## src/rtl/accumulating_adder.sv

```systemverilog
// Streaming accumulator: sums COUNT unsigned WIDTH-bit operands into one registered result.
// Optional synchronous partial-sum clear input enabled by ACCUMULATING_ADDER_CLEAR_EN.
module accumulating_adder #(
  parameter int unsigned WIDTH = 2,
  parameter int unsigned COUNT = 8,
  localparam int unsigned SUM_WIDTH = WIDTH + $clog2(COUNT)
) (
  input  logic                 clk_i,
  input  logic                 rst_i,
`ifdef ACCUMULATING_ADDER_CLEAR_EN
  input  logic                 clear_i,
`endif
  input  logic                 in_valid_i,
  output logic                 in_ready_o,
  input  logic [WIDTH-1:0]     a_i,
  output logic [SUM_WIDTH-1:0] sum_o,
  output logic                 sum_valid_o,
  input  logic                 sum_ready_i
);

  localparam int unsigned CntWidth = (COUNT > 1) ? $clog2(COUNT) : 1;
  localparam logic [CntWidth-1:0] CntLast = CntWidth'(COUNT - 1);

  typedef enum logic {StAccum, StHold} state_e;

  state_e               state_q, state_d;
  logic [SUM_WIDTH-1:0] acc_q, acc_d;
  logic [SUM_WIDTH-1:0] sum_q, sum_d;
  logic [CntWidth-1:0]  cnt_q, cnt_d;
  logic [SUM_WIDTH-1:0] addend;
  logic [SUM_WIDTH-1:0] acc_sum;
  logic                 clear_acc;
  logic                 take;
  logic                 last;

`ifdef ACCUMULATING_ADDER_CLEAR_EN
  // A finished result is never discarded, so clear only acts while accumulating.
  assign clear_acc = clear_i && (state_q == StAccum);
`else
  assign clear_acc = 1'b0;
`endif

  assign in_ready_o  = (state_q == StAccum) || sum_ready_i;
  assign take        = in_valid_i && in_ready_o && !clear_acc;
  // Gating by take keeps an undriven operand out of the accumulator.
  assign addend      = take ? SUM_WIDTH'(a_i) : '0;
  assign last        = (cnt_q == CntLast);
  assign sum_o       = sum_q;
  assign sum_valid_o = (state_q == StHold);

  always_comb begin
    logic carry;
    carry   = 1'b0;
    acc_sum = '0;
    for (int i = 0; i < int'(SUM_WIDTH); i++) begin
      acc_sum[i] = acc_q[i] ^ addend[i] ^ carry;
      carry      = (acc_q[i] & addend[i]) | (carry & (acc_q[i] ^ addend[i]));
    end
  end

  always_comb begin
    state_d = state_q;
    acc_d   = acc_q;
    cnt_d   = cnt_q;
    sum_d   = sum_q;
    unique case (state_q)
      StAccum: begin
        if (clear_acc) begin
          acc_d = '0;
          cnt_d = '0;
        end else if (take) begin
          if (last) begin
            sum_d   = acc_sum;
            acc_d   = '0;
            cnt_d   = '0;
            state_d = StHold;
          end else begin
            acc_d = acc_sum;
            cnt_d = cnt_q + CntWidth'(1);
          end
        end
      end
      StHold: begin
        // The accumulator is already empty here, so an operand starts the next group.
        if (sum_ready_i) begin
          state_d = StAccum;
          if (take) begin
            if (last) begin
              sum_d   = acc_sum;
              state_d = StHold;
            end else begin
              acc_d = acc_sum;
              cnt_d = cnt_q + CntWidth'(1);
            end
          end
        end
      end
      default: state_d = StAccum;
    endcase
  end

  always_ff @(posedge clk_i or posedge rst_i) begin
    if (rst_i) begin
      state_q <= StAccum;
      acc_q   <= '0;
      cnt_q   <= '0;
      sum_q   <= '0;
    end else begin
      state_q <= state_d;
      acc_q   <= acc_d;
      cnt_q   <= cnt_d;
      sum_q   <= sum_d;
    end
  end

endmodule

```

## config.mk

```make
export PLATFORM = sky130hd
export DESIGN_NAME = accumulating_adder
export DESIGN_NICKNAME = d
export VERILOG_FILES = /design/src/rtl/accumulating_adder.sv
export SDC_FILE = /design/constraint.sdc
export NUM_CORES = 1
export LEC_CHECK = 0
export CORE_UTILIZATION = 49
export DETAILED_ROUTE_END_ITERATION = 10
export GPL_TIMING_DRIVEN = 0
export HOLD_SLACK_MARGIN = 0.02
export PLACE_DENSITY = 0.82
export SLEW_MARGIN = 20
export SYNTH_ARGS = -nofsm -noshare
export SYNTH_HDL_FRONTEND = slang
export SYNTH_SLANG_ARGS = --single-unit
```

## constraint.sdc

```tcl
create_clock -name clk_i -period 2.6 [get_ports clk_i]
set_input_delay 0.26 -clock clk_i [delete_from_list [all_inputs] [get_ports clk_i]]
set_output_delay 0.26 -clock clk_i [all_outputs]
set_load 0.03 [all_outputs]
```

# --- Yosys cells after proc, flatten, opt, wreduce, memory -nomap -nowiden ---
# Index checks and enable logic that the tools add are counted.
totals:
  ff_bits: 14
  latch_bits: 0
  ram_bits: 0
  romBits: 0
  inputBits: 6
  memories: 0
classes:
  addsub: 1
  n_mul: 0
  n_div: 0
  n_lt_le_gt_ge: 0
  eq_ne: 5
  n_shift: 0
  n_mux: 21
  n_bitwise: 20
  reduce_logical: 3
op_table:
  columns: ["cell", "n"]
  rows:
  - ["5-bit two-way mux", 8]
  - ["5-bit one-hot mux with 2 select lines", 2]
  - ["3-bit two-way mux", 5]
  - ["2-bit inequality test (second input constant)", 3]
  - ["3-bit one-hot mux with 2 select lines", 1]
  - ["1-bit bitwise XOR", 6]
  - ["1-bit bitwise AND", 5]
  - ["4-bit AND reduction", 1]
  - ["3-bit by 1-bit adder with 3-bit output (second input constant)", 1]
  - ["3-bit equality test (second input constant)", 1]
  - ["1-bit two-way mux", 3]
  - ["1-bit OR", 3]
  - ["1-bit bitwise XOR (second input constant)", 3]
  - ["1-bit bitwise AND (second input constant)", 2]
  - ["2-bit two-way mux", 1]
  - ["2-bit by 1-bit inequality test with 1-bit output (second input constant)", 1]
  - ["1-bit one-hot mux with 2 select lines", 1]
  - ["1-bit logical AND", 1]
  - ["1-bit logical OR", 1]
  - ["1-bit inverter", 1]

# --- Logic depth before layout (Yosys ltp) ---
# Gate-level depths: netlist (run 1).
depth:
  depth_word: 16
  depth_mapped: 11
  ltp_nobuf: 10

# --- Worst setup path before layout (run 1) ---
# No wires, ideal clock.
synth_path:
  path_type: "reg2reg"
  start: "reg state_q, in the netlist sum_valid_o"
  end: "reg acc_q[4]"
  setup_ps: 87
  arrival_time_ps: 2243
  required_time_ps: 2513
  setup_slack_ps: 271
  path_stages_with_launch: 12
  path_buffers: 1
  period_less_slack_ps: 2329
  cell_sequence: "dfrtp_1 nand2b_1 buf_6 and3_1 ha_1 inv_1 fa_1 inv_1 ha_1 ha_1 or3_2 o211ai_1"
synth_between:
  elab_chain_cells: 16
  elab_cells_between_ends: 25
  cone_classes: "4 x eq/ne; 7 x mux; 11 x bitwise; 3 x reduce/logical"
synth_lines:
  columns: ["item", "line_no", "source"]
  rows:
  - ["from (decl)", "26", "state_e state_q, state_d;"]
  - ["from (signal assigned)", "104", "state_q <= StAccum;"]
  - ["from (signal assigned)", "109", "state_q <= state_d;"]
  - ["1-bit inverter *", null, null]
  - ["1-bit logical OR *", "43", "assign in_ready_o = (state_q == StAccum) || sum_ready_i;"]
  - ["named net in_ready_o", "14", "output logic in_ready_o,"]
  - ["1-bit logical AND *", "44", "assign take = in_valid_i && in_ready_o && !clear_acc;"]
  - ["2-bit two-way mux", "46", "assign addend = take ? SUM_WIDTH'(a_i) : '0;"]
  - ["1-bit bitwise AND / 1-bit bitwise XOR (equally long branches)", "57", "carry = (acc_q[i] & addend[i]) | (carry & (acc_q[i] ^ addend[i]));"]
  - ["1-bit bitwise AND", "57", null]
  - ["1-bit OR", "57", null]
  - ["1-bit bitwise AND", "57", null]
  - ["1-bit OR", "57", null]
  - ["1-bit bitwise AND", "57", null]
  - ["1-bit OR", "57", null]
  - ["1-bit bitwise XOR", "56", "acc_sum[i] = acc_q[i] ^ addend[i] ^ carry;"]
  - ["5-bit two-way mux", "88", "if (last) begin"]
  - ["5-bit two-way mux", "87", "if (take) begin"]
  - ["5-bit two-way mux", "85", "if (sum_ready_i) begin"]
  - ["5-bit one-hot mux with 2 select lines", "66", "unique case (state_q)"]
  - ["to (signal assigned)", "105", "acc_q <= '0;"]
  - ["to (signal assigned)", "110", "acc_q <= acc_d;"]
  - ["to (decl)", "27", "logic [SUM_WIDTH-1:0] acc_q, acc_d;"]
# The timed path passes the listed nets; every way through them passes the cells marked *. The select of a mux whose other input is x is not followed.
# A chain may end at the register's enable or synchronous reset.

# --- Worst setup path after layout (run 1) ---
layout_path:
  start: "in sum_ready_i"
  end: "reg acc_q[4]"
layout_between:
  elab_chain_cells: 15
  elab_cells_between_ends: 23
  cone_classes: "3 x eq/ne; 7 x mux; 10 x bitwise; 3 x reduce/logical"
layout_lines:
  columns: ["item", "line_no", "source"]
  rows:
  - ["from (decl)", "18", "input logic sum_ready_i"]
  - ["1-bit logical OR", "43", null]
  - ["1-bit logical AND", "44", null]
  - ["2-bit two-way mux", "46", null]
  - ["1-bit bitwise AND / 1-bit bitwise XOR (equally long branches)", "57", null]
  - ["1-bit bitwise AND", "57", null]
  - ["1-bit OR", "57", null]
  - ["1-bit bitwise AND", "57", null]
  - ["1-bit OR", "57", null]
  - ["1-bit bitwise AND", "57", null]
  - ["1-bit OR", "57", null]
  - ["1-bit bitwise XOR", "56", null]
  - ["5-bit two-way mux", "88", null]
  - ["5-bit two-way mux", "87", null]
  - ["5-bit two-way mux", "85", null]
  - ["5-bit one-hot mux with 2 select lines", "66", null]
# Parallel ways exist; a longest one is shown, timed or not. The select of a mux whose other input is x is not followed.

==> results.yml, run 1 <==
worst_setup_path:
  r2r-start: "sum_valid_o$_DFF_PP0_"
  r2r-end: "acc_q[4]$_DFFE_PP0P_"
  path_common_cell: "ha_1"
  cpLargestDelayFamily: "simple AND/OR/NAND/NOR gates"
  regToRegSetupSlack_ns: 0.40
  required_ns: 2.81
  critical_path_buf_inv_count: 4
  cp_slowest_cell: "or3_2"
  worstPathArrival_ns: 2.50
  cpPeakStageDelay_ns: 0.45
  cp_cell_sequence: "clkdlybuf4s50_1, nand2b_1, buf_6, and3_1, ha_1, inv_1, fa_1, inv_1, ha_1, ha_1, or3_2, o211ai_1"
  crit_path_start_kind: "input pin"
  cp_max_fo: 10
  end_kind: "register"
  crit_type: "input pin to register"
  rr_worst_depth: 11
global_route:
  grt_pass1_vias: 460
  grtUsageMet3: 0.0500
  grt_antenna_before_repair: 0
  grt_max_degree: 15
  use_met1: 0.244
  grt_busiest_layer: "met2"
  met2_usage: 0.313
  overflow: 0
  grt_pass1_wl_um: 2010
  grt.total_usage: 0.197
drt:
  drc: 0
  vias: 473
  wl_um: 1290
  avgRoutedWirePerCell_um: 15.1
  firstDrtPassIters: 4
  vias_per_cell: 5.56
  ant_nets: 0
  drt_iter0_drc: 7
clock_tree:
  cts_buffer_depth: 2
  root_buffer: "clkbuf_4"
  cts_resized: 0
  insertion_delay_ns: 0.29
  cts_sinks: 14
  cts_tree: "done"
  path_clk_slew_ns: 0.09
  ctsHoldBuffers: 0
  post_cts_buffers: 0
  htree_levels: 1
  numCtsBuffers: 3
timing:
  max_freq_mhz: 435
  setup_slack_ns: 0.301
  hold_viol_final: 0
  setup_tns_ns: 0
  max-slew-margin-rel: 0.650
  period_share: 0.884
  skew_ns: 0.00581
  setup_violations: 0
  min_period_ns: 2.30
  rsz0062_at_grt: "no"
  slew_violations: 0
  worstMarginPinSlew_ns: 0.524
yosys:
  syn_nets: 66
  synthCells: 54
  synth-warning-count: 0
  syn_area_per_cell_um2: 13.5
  ys_seq_elements: 14
  synth-seq-area-share: 0.482
  netlist_area_um2: 727
  synth_cell_types: 22
final_layout:
  fill_cells: 103
  areaGrowthSynthToFinish_pct: 24.1
  mostFrequentLayoutCells: "dfrtp_1, clkdlybuf4s50_1, inv_1"
  num_antenna_cells: 0
  nets: 83
  drive_gt1_frac: 0.229
  final_common_cell: "dfrtp_1"
  final_util: 0.676
die:
  die_w_um: 40.5
  die_h_um: 40.5
  start_util: 0.545
  rows: 13
  dieArea_um2: 1640
  io_pins: 13
  core_area_um2: 1330
pwr:
  total_power_uw: 968
  peakVddDrop_mv: 0.542
  powerDensity_nw_per_um2: 1070
  leakage_nw: 0.451
place:
  hpwl_um: 966
  numPortBuffers: 12
  preCtsSetupSlack_ns: 0.00454
  place.gp.congestion: 0.721
hold_path:
  hold_class: "input pin to asynchronous set/reset pin"
run:
  drv_cap: 0
outcome:
  status: "finished, final reports clean"
## sequential cells by signal, indices dropped and copies added (netlist names)
name	flops
acc_q	5
cnt_q	3
sum_o	5
sum_valid_o	1
## report_power, final
part           internal, mW  switching [mW]  total (mW)
clock network        0.0853          0.0753       0.161
registers             0.306          0.0514       0.357
logic                 0.231           0.219       0.450
total                 0.622           0.346       0.968
## kinds of logic after synthesis
kind of cell,after synthesis,synth area share
simple gates,10,0.102
fa+ha+maj,6,0.114
buf+inv,8,0.0516
flops,14,0.482
compound gates,7,0.0878
mux,8,0.151
xor+xnor,1,0.0121
## area by class of cell
class                      count  area, µm²  area share
sequential                    14        350       0.388
multi-input combinational     32        339       0.376
inverter                       7       26.3      0.0291
clock buffer                   4       36.3      0.0402
tap                           15       18.8      0.0208
buffer                         1       11.3      0.0125
timing repair buffer          12        120       0.133
## stage by stage
step,area [µm²],hold slack (ns),cells
detailed placement,866,0.472,81
finish,902,0.299,85
global placement,866,0.472,81
global route,902,0.362,85
CTS,902,0.338,85
floorplan,727,0.149,54
## synth_stat cells
cell       n  area, µm²
nand2_1    2       7.51
xor2_1     1       8.76
dfrtp_1   14        350
buf_6      1       11.3
a32o_1     3       30.0
fa_1       1       20.0
ha_1       5       62.6
and3_1     1       6.26
inv_1      7       26.3
nand2b_1   1       6.26
mux2_4     6       90.1
nand3_4    1       17.5
o22ai_1    1       6.26
o21ai_0    1       5.00
o211ai_1   1       7.51
nand4_1    1       6.26
and2b_2    1       8.76
nand3_1    1       5.00
o21a_4     1       15.0
mux2i_1    2       20.0
nor2b_2    1       8.76
or3_2      1       7.51
## per-layer routing
layer / part of all wire / vias up / wire length, µm
met5: 0 / - / 0
met4: 0.026 / 0 / 33
met3: 0.050 / 7 / 64
met2: 0.48 / 19 / 613
met1: 0.45 / 226 / 575
li1: - / 221 / -
## worst max path at each step
stage | from | endpoint | slack [ns] | cells past startpoint
6_report | sum_ready_i | acc_q[4]$_DFFE_PP0P_ | 0.30 | 12
5_1_grt | sum_ready_i | acc_q[4]$_DFFE_PP0P_ | 0.15 | 12
4_1_cts | sum_ready_i | acc_q[4]$_DFFE_PP0P_ | 0.29 | 12
3_5_place_dp | sum_ready_i | acc_q[4]$_DFFE_PP0P_ | 0.005 | 12
3_3_place_gp | sum_ready_i | acc_q[4]$_DFFE_PP0P_ | 0.03 | 12
2_1_floorplan | sum_valid_o$_DFF_PP0_ | acc_q[4]$_DFFE_PP0P_ | 0.27 | 11
No activity file was read; power rests on OpenSTA's default activity.
==> run 2: changes to the inputs <==
--- a/config.mk
+++ b/config.mk
@@ -5,6 +5,7 @@
 export SDC_FILE = /design/constraint.sdc
 export NUM_CORES = 1
 export LEC_CHECK = 0
+export ABC_AREA = 1
 export CORE_UTILIZATION = 49
 export DETAILED_ROUTE_END_ITERATION = 10
 export GPL_TIMING_DRIVEN = 0
==> run 2 against run 1 <==
  * Combinational power is 15% lower
  * Final cell count is 34% higher
  * Clock skew is 0.0025 ns lower
  * Worst hold slack better by 0.011 ns
  * Area after synthesis is 2.6% lower
  * Routed wire length is 14% lower
  * Flip-flop and latch count stayed put
  * Largest power group unchanged
  * Critical endpoint unchanged
  * Total power is 11% lower
  * Register-to-register slack better by 0.20 ns
==> results.yml, run 2 <==
outcome:
  status: "finished, final reports clean"
global_route:
  grtUsageMet3: 0.0500
  grt.total_usage: 0.186
  grt_pass1_wl_um: 1840
  use_met1: 0.264
  grt_busiest_layer: "met1"
  grt_pass1_vias: 429
  met2_usage: 0.242
  grt_max_degree: 15
  overflow: 0
  grt_antenna_before_repair: 0
timing:
  max-slew-margin-rel: 0.654
  hold_viol_final: 0
  worstMarginPinSlew_ns: 0.519
  skew_ns: 0.00331
  setup_tns_ns: 0
  whs_ns: 0.310
  min_period_ns: 2.04
  period_share: 0.784
  rsz0062_at_grt: "no"
  max_freq_mhz: 490
  slew_violations: 0
  setup_violations: 0
  setup_slack_ns: 0.561
worst_setup_path:
  required_ns: 2.82
  worstSetupStartpoint: "sum_ready_i"
  cp_max_fo: 6
  end_kind: "register"
  rr_worst_depth: 15
  r2r-start: "sum_valid_o$_DFF_PP0_"
  worstPathArrival_ns: 2.26
  crit_type: "input pin to register"
  crit_path_start_kind: "input pin"
yosys:
  synthCells: 84
  ys_seq_elements: 14
  netlist_area_um2: 708
  syn_area_per_cell_um2: 8.43
  yosysTopAreaCell: "dfrtp_1"
  ys_async_sr_fraction: 1.00
  synth.area.top_cells: "dfrtp_1, nand2_1, ha_1, inv_1, fa_1"
  syn_nets: 96
  synth_edf_count: 0
  synth-seq-area-share: 0.495
  synth-warning-count: 0
  synth_top_area_share: 0.495
  synth_most_common_cell: "nand2_1"
  synth-main-ff-cell: "dfrtp_1"
  synth_cell_types: 12
  ys_top_cells_by_count: "nand2_1, dfrtp_1, inv_1"
pwr:
  leakage_nw: 0.491
  total_power_uw: 864
  peakVddDrop_mv: 0.488
  powerDensity_nw_per_um2: 994
hold_path:
  hold_class: "input pin to asynchronous set/reset pin"
final_layout:
  final_common_cell: "nand2_1"
  fin_area_um2: 870
  num_antenna_cells: 0
  areaGrowthSynthToFinish_pct: 22.8
  nets: 113
  drive_gt1_frac: 0.0808
  fill_cells: 114
  mostFrequentLayoutCells: "nand2_1, inv_1, dfrtp_1"
place:
  placed_cell_area_um2: 847
  place.gp.congestion: 0.770
  preCtsSetupSlack_ns: 0.251
  hpwl_um: 836
  numPortBuffers: 12
die:
  start_util: 0.538
  rows: 13
  core_area_um2: 1320
  die_h_um: 40.0
  io_pins: 13
  dieArea_um2: 1600
  die_w_um: 40.0
drt:
  firstDrtPassIters: 4
  vias_per_cell: 4.54
  drc: 0
  vias: 517
  drt_iter0_drc: 15
  avgRoutedWirePerCell_um: 9.66
  wl_um: 1100
  ant_nets: 0
clock_tree:
  ctsHoldBuffers: 0
  cts_resized: 0
  cts_sinks: 14
  root_buffer: "clkbuf_4"
  post_cts_buffers: 0
  numCtsBuffers: 3
  htree_levels: 1
  cts_buffer_depth: 2
  cts_tree: "done"
  path_clk_slew_ns: 0.08
  insertion_delay_ns: 0.27
run:
  drv_cap: 0
run 2: per-stage QoR:
| stage | util | instances |
|---|---|---|
| final | 0.660 | 114 |
| after global placement | 0.643 | 111 |
| after global routing | 0.660 | 114 |
| after CTS | 0.660 | 114 |
| after detailed placement | 0.643 | 111 |
| after floorplan | - | 84 |
run 2: cell type report:
cell class | count | area [µm²] | area share
plain buffers | 1 | 11.3 | 0.0129
multi-input cells | 55 | 294 | 0.338
flip-flops and latches | 14 | 350 | 0.403
clock buffers | 3 | 22.5 | 0.0259
repair buffers | 12 | 120 | 0.138
well taps | 15 | 18.8 | 0.0216
inverters | 14 | 52.6 | 0.0604
run 2: path summary, 6_finish.rpt:
path,end,slack [ns]
setup / recovery,acc_q[4]$_DFFE_PP0P_,0.56
hold / removal,sum_valid_o$_DFF_PP0_,0.31
setup reg to reg,acc_q[4]$_DFFE_PP0P_,0.60
hold reg to reg,sum_o[4]$_DFFE_PP0P_,0.49
max in group asynchronous,acc_q[2]$_DFFE_PP0P_,1.94
min in group clk_i,sum_o[4]$_DFFE_PP0P_,0.49
run 2: metal layers:
layer / up-vias / wire, µm
li1: 285 / -
met1: 223 / 564
met2: 7 / 484
met3: 2 / 41
met4: 0 / 11
met5: - / 0
run 2: cell families (layout without fill, tap and decap cells):
family	count (synthesis)	after routing	share of synthesized area
AO/OA/AOI/OAI	5	5	0.0459
adder cells (fa/ha/maj)	6	6	0.117
buffers and inverters	15	30	0.0901
flip-flops	14	14	0.495
AND/OR/NAND/NOR	44	44	0.253
run 2: where the power goes:
group	internal (mW)	leakage (nW)	switching [mW]
registers	0.309	0.182	0.0526
clock network	0.0537	0.0138	0.0655
logic	0.161	0.295	0.222
run 2: worst max-delay path, stage by stage:
cell	delay (ns)
clkdlybuf4s50_1	0.45
inv_1	0.06
nand2_4	0.08
nand2_2	0.08
nor2_1	0.10
ha_1	0.14
inv_1	0.05
fa_1	0.35
inv_1	0.06
ha_1	0.13
ha_1	0.15
inv_1	0.04
nand2_1	0.04
nand2_1	0.07
nor2_1	0.09
nand2_1	0.05
nand2_1	0.05
